<file path="src/rtl/tx_arbiter.sv">
// Purpose : round-robin arbiter feeding one shared TX serializer from Nreq byte requesters.
// Latency : GNT and captured TX_DIN one cycle after an IDLE request, TX_OE one cycle later,
//           then one full frame (Tframe cycles) before the next grant can be issued.
// Backpressure: requests are levels; they are ignored outside IDLE and simply wait their turn.
//
// Ports
//   CLK, RSTN      clock, asynchronous active-low reset
//   REQ[Nreq]      per-requester byte-pending level
//   DIN[Nreq*Wdata] requester bytes, slice i belongs to requester i
//   GNT[Nreq]      one-hot grant pulse, the granted slice is captured on the same edge
//   TX_DIN, TX_OE  byte and one-cycle load strobe to the serializer
//   TX_RST         active-high serializer reset, held through RSTN and one edge after
//   BUSY           high whenever the FSM is not IDLE
module tx_arbiter #(
    parameter int Nreq  = 4,
    parameter int Wdata = 8,
    parameter int Wstop = 1,
    parameter int Bauds = 115200,
    parameter int Fclk  = 12000000
) (
    input  logic                   CLK,
    input  logic                   RSTN,
    input  logic [Nreq-1:0]        REQ,
    input  logic [Nreq*Wdata-1:0]  DIN,
    output logic [Nreq-1:0]        GNT,
    output logic [Wdata-1:0]       TX_DIN,
    output logic                   TX_OE,
    output logic                   TX_RST,
    output logic                   BUSY
);

    localparam int Nticks = Fclk / Bauds;
    localparam int Wframe = 1 + Wdata + Wstop;
    localparam int Tframe = Wframe * (Nticks + 1) + 1;
    localparam int CW     = $clog2(Tframe);
    localparam int PW     = (Nreq > 1) ? $clog2(Nreq) : 1;

    typedef enum logic [1:0] {
        IDLE = 2'd0,
        LOAD = 2'd1,
        WAIT = 2'd2
    } state_t;

    state_t            state_q;
    logic [PW-1:0]     ptr_q;
    logic [CW-1:0]     cnt_q;
    logic [Nreq-1:0]   gnt_q;
    logic [Wdata-1:0]  tx_din_q;
    logic              tx_oe_q;
    logic              tx_rst_q;

    // Unpack the flat data bus so the winner can index it directly.
    logic [Wdata-1:0]  din_a [Nreq];
    for (genvar g = 0; g < Nreq; g++) begin : g_unpack
        assign din_a[g] = DIN[g*Wdata +: Wdata];
    end

    // Round-robin search: first set REQ bit at or above the pointer, wrapping.
    logic              found;
    logic [PW-1:0]     win;
    logic [PW-1:0]     cand;
    logic [PW-1:0]     ptr_d;
    always_comb begin
        found = 1'b0;
        win   = '0;
        cand  = '0;
        for (int k = 0; k < Nreq; k++) begin
            cand = PW'((int'(ptr_q) + k) % Nreq);
            if (!found && REQ[cand]) begin
                found = 1'b1;
                win   = cand;
            end
        end
        ptr_d = PW'((int'(win) + 1) % Nreq);
    end

    always_ff @(posedge CLK or negedge RSTN) begin
        if (!RSTN) begin
            state_q  <= IDLE;
            ptr_q    <= '0;
            cnt_q    <= '0;
            gnt_q    <= '0;
            tx_din_q <= '0;
            tx_oe_q  <= 1'b0;
            tx_rst_q <= 1'b1;
        end else begin
            gnt_q    <= '0;
            tx_oe_q  <= 1'b0;
            tx_rst_q <= 1'b0;
            case (state_q)
                IDLE: begin
                    // The edge that drops TX_RST is spent releasing the serializer.
                    if (!tx_rst_q && found) begin
                        gnt_q    <= Nreq'(1) << win;
                        tx_din_q <= din_a[win];
                        ptr_q    <= ptr_d;
                        state_q  <= LOAD;
                    end
                end
                LOAD: begin
                    tx_oe_q <= 1'b1;
                    cnt_q   <= CW'(Tframe - 1);
                    state_q <= WAIT;
                end
                WAIT: begin
                    if (cnt_q == '0) begin
                        state_q <= IDLE;
                    end else begin
                        cnt_q <= cnt_q - 1'b1;
                    end
                end
                default: state_q <= IDLE;
            endcase
        end
    end

    assign GNT    = gnt_q;
    assign TX_DIN = tx_din_q;
    assign TX_OE  = tx_oe_q;
    assign TX_RST = tx_rst_q;
    assign BUSY   = (state_q != IDLE);

endmodule

</file>
<file path="config.mk">
export PLATFORM = sky130hd
export DESIGN_NAME = tx_arbiter
export DESIGN_NICKNAME = d
export VERILOG_FILES = /design/src/rtl/tx_arbiter.sv
export SDC_FILE = /design/constraint.sdc
export NUM_CORES = 1
export LEC_CHECK = 0
export CORE_UTILIZATION = 35
export DETAILED_ROUTE_END_ITERATION = 6
export SLEW_MARGIN = 15
export SYNTH_ARGS = -nofsm -noshare
export SYNTH_HDL_FRONTEND = slang
export SYNTH_SLANG_ARGS = --single-unit
</file>
<file path="constraint.sdc">
create_clock -name CLK -period 1.9 [get_ports CLK]
set_clock_uncertainty 0.05 [all_clocks]
set_input_delay 0.285 -clock CLK [delete_from_list [all_inputs] [get_ports CLK]]
set_output_delay 0.285 -clock CLK [all_outputs]
set_load 0.01 [all_outputs]
</file>
==> key figures <==
Logic synthesis
  – Async SR Flop Fraction: 100%
  – Post-synthesis sequential element count: 29
  – Adder-cell share of the synthesized area: less than 1%
  – Synth warn: 0
  – Post-Synth XOR/XNOR Area: under 10%
  – Mapped Cells: roughly 140
  – Mapped cell area: 0.00154 mm^2
  – Multiplexer share of the synthesized area: 13.8%
  – Post-synthesis cell type count: 42
  – EDFF count, synth: 0
  – Main combinational cell family by area after synthesis: simple AND/OR/NAND/NOR gates
  – Syn_area_per_cell: 10.9 um^2
  – Ys flop type: dfrtp_1
  – Synth Area in Compound Gates: a little over an eighth
  – Simple-Gate Fraction of Synth Area: about 17%
  – Sequential area share after synthesis: ~47%
  – Syn Nets: approximately 180

Setup path
  – Crit. End Element: flop
  – Worst setup path category: reg -> reg
  – R2r endpoint: cnt_q[9]
  – R2R Path Start: cnt_q[0]
  – Worst-path fanout max: 5
  – Critical Path RT: slightly above 2 ns
  – Reg2reg path depth: 7
  – Startpoint types: flop
  – Reg2reg setup slack: 0.1 ns
  – Worst Path Arrival: roughly 1.9 ns

Floorplanning
  – Die Wd: around 68 um
  – CORE AREA: 0.00412 mm^2
  – Std-Cell Rows: 23
  – Die area: ~0.0047 mm^2
  – Initial Util: about 38%
  – # IOs: 53
  – Chip Height: between 60 and 70 um

Power
  – Psw: ~1.0 mW
  – Logic gate share of total power: between 40% and 50%
  – Switching portion of total power: a little over a third
  – Clock share of power: around 17%
  – Pwr dens: 1250 mW/mm^2
  – Total Power: 2.91 mW
  – Pleak: about 1.1 nW
  – Seq pwr share: approximately a third
  – Pint: approximately 1.9 mW
  – Worst vdd ir: around 540 uV

Layout
  – Area delta synth->final: 50.8%
  – Post-layout nets: 253
  – FILL cells: between 300 and 400
  – Ant diodes: 0
  – Layout cell share with drive strength beyond 1: a little over a fifth
  – Final instance area: between 0.002 and 0.0025 mm^2

STA
  – Period minus WS final: 1.80 ns
  – Slew Viols, Final: 0
  – F_max: about 0.55 GHz
  – Final Hold Viols: 0
  – Crit share post-route: approximately 95%
  – Final setup viols: 0
  – RSZ-0062 raised after global routing: no

Clock network
  – Inserted Clock Buffers: 5
  – Skew-Pair Late Insertion Delay: ~0.28 ns
  – CTS tree: built
  – CTS Hold Bufs: 0
  – CTS clk-pin slew, worst paths: 0.06 ns
  – Bufs on Longest Clock Path: 2
  – Sink Count: 29
  – Max H-tree Level: 2
  – Root buf cell: clkbuf_8

Placed design
  – Area after DPL: 0.00223 mm^2
  – # port buffers: 52
  – Final GP Congestion: between 0.7 and 0.8
  – DP HPWL: ~2.9 mm

Drt
  – Vias/cell: slightly above 5
  – Routed Antenna Nets: 0
  – Residual DRC count: 0
  – Via count: approximately 1.3k
  – Routed Wire Length: 3.76 mm
  – Initial DRC count: 60
  – Drt pass-1 iters: 4
  – WL/cell: between 10 and 15 um

Flow run
  – Max-cap violations: 0

Global route
  – Initial antenna violation count: 0
  – Pin count of the biggest net entering global routing: 30
  – GRT Total Usage: a little under a fifth
  – Vias in the first global route: around 1.4k
  – Overflow after GRT: 0
  – First-pass GRT wire length: a little over 6 mm

Min path
  – Min-Delay Path Class: in -> async

Status
  – Status: complete, no violations
routing by layer:
| layer | vias to the layer above | track usage (%) | part of all wire (%) |
|---|---|---|---|
| met1 | 640 | 20.9 | 41 |
| li1 | 653 | - | - |
| met2 | 52 | 31.6 | 51 |
| met4 | 0 | 7.55 | 1.3 |
| met3 | 4 | 6.50 | 6.1 |
| met5 | - | 0 | 0 |
critical path: stages, from the launching register on:
cell	delay (ns)
dfrtp_1	0.38
inv_1	0.06
ha_1	0.18
nor3b_4	0.22
a41oi_2	0.18
buf_4	0.20
and3_1	0.16
a221o_1	0.25
timing repair:
action                                  CTS  global route
setup buffers                             0             0
endpoints found under the setup margin    2             2
endpoints found under the hold margin     0             0
pin swaps                                 0             1
gates resized for setup                   2             1
cell usage in the layout, fill, tap and decap left out, types with 2 or more instances in the layout:
| cell | synthesis | routed |
|---|---|---|
| o221ai_1 | 7 | 7 |
| clkinv_2 | 0 | 2 |
| nor2_1 | 8 | 8 |
| buf_4 | 0 | 16 |
| dfrtp_1 | 28 | 28 |
| nand3_1 | 3 | 3 |
| nor2b_1 | 2 | 2 |
| mux2_2 | 2 | 2 |
| nand2_2 | 2 | 2 |
| clkbuf_8 | 0 | 5 |
| mux2i_1 | 19 | 19 |
| o221ai_2 | 2 | 2 |
| a21oi_1 | 2 | 2 |
| inv_2 | 3 | 3 |
| inv_1 | 7 | 7 |
| xor2_1 | 3 | 3 |
| clkdlybuf4s50_1 | 0 | 52 |
| nor3_2 | 2 | 2 |
| nor3_1 | 4 | 4 |
| and3_2 | 2 | 2 |
| or3_1 | 3 | 3 |
| nand2_1 | 18 | 18 |
how the worst max path moves through the flow:
stage / start / slack, ns / end / cells after the start
finish: cnt_q[0] / 0.1 / cnt_q[9] / 7
detailed placement: REQ[2] / -0.16 / TX_DIN[2] / 7
CTS: cnt_q[0] / 0.06 / cnt_q[5] / 7
global placement: REQ[2] / -0.07 / TX_DIN[2] / 7
floorplan: cnt_q[0] / 0.16 / cnt_q[8] / 8
global route: cnt_q[1] / 0.00002 / cnt_q[9] / 7
power by group through the flow:
stage               clock network (mW)  logic [mW]  registers, mW
finish                           0.487        1.44          0.981
global route                     0.535        1.57           1.01
CTS                              0.504        1.45          0.981
detailed placement                   0        1.43          0.986
global placement                     0        1.39          0.979
floorplan                            0       0.785           1.01
final cells by class:
class,instances,area [um^2],share of cell area [%]
multi-input combinational,99,758,32.6
sequential,29,727,31.2
timing repair buffer,69,661,28.4
clock buffer,6,72.6,3.12
tap,50,62.6,2.69
inverter,10,37.5,1.61
clock inverter,2,10.0,0.430
kinds of logic (layout without fill, tap and decap cells):
kind of cell             after synthesis  count (layout)
AO/OA/AOI/OAI                         21              21
multiplexers                          21              21
AND/OR/NAND/NOR                       51              51
flip-flops                            29              29
buffers and inverters                 14              87
other                                  1               1
adder cells (fa/ha/maj)                1               1
XOR/XNOR                               4               4
synthesized netlist by cell type, drive strengths merged (2+ instances only):
cell / instances / area (um^2)
dfrtp: 28 / 701
nand2: 20 / 80.1
mux2i: 19 / 190
inv: 10 / 37.5
o221ai: 9 / 91.3
nor2: 8 / 30.0
nor3: 6 / 40.0
and3: 3 / 21.3
buf: 3 / 36.3
nand3: 3 / 15.0
nor2b: 3 / 21.3
or3: 3 / 18.8
xor2: 3 / 26.3
a21oi: 2 / 10.0
a41oi: 2 / 17.5
mux2: 2 / 22.5
nor4: 2 / 18.8
o221a: 2 / 31.3
sequential cells by signal (all words and copies together), names as in the netlist:
name / cells
state_q: 2
GNT: 4
TX_DIN: 8
TX_OE: 1
ptr_q: 2
cnt_q: 11
TX_RST: 1
stage by stage:
step           std cells  hold WS (ns)  TNS (ns)  setup slack [ns]  utilization (%)
2_1_floorplan        142       -0.0606         0             0.161                -
3_3_place_gp         257         0.417    -0.417           -0.0686             54.1
3_5_place_dp         257         0.428    -0.990            -0.164             54.1
4_1_cts              265         0.351         0            0.0624             56.4
5_1_grt              265         0.380         0         0.0000189             56.6
6_report             265         0.332         0            0.0970             56.6
Note: power is estimated with default switching activity, not from simulation.
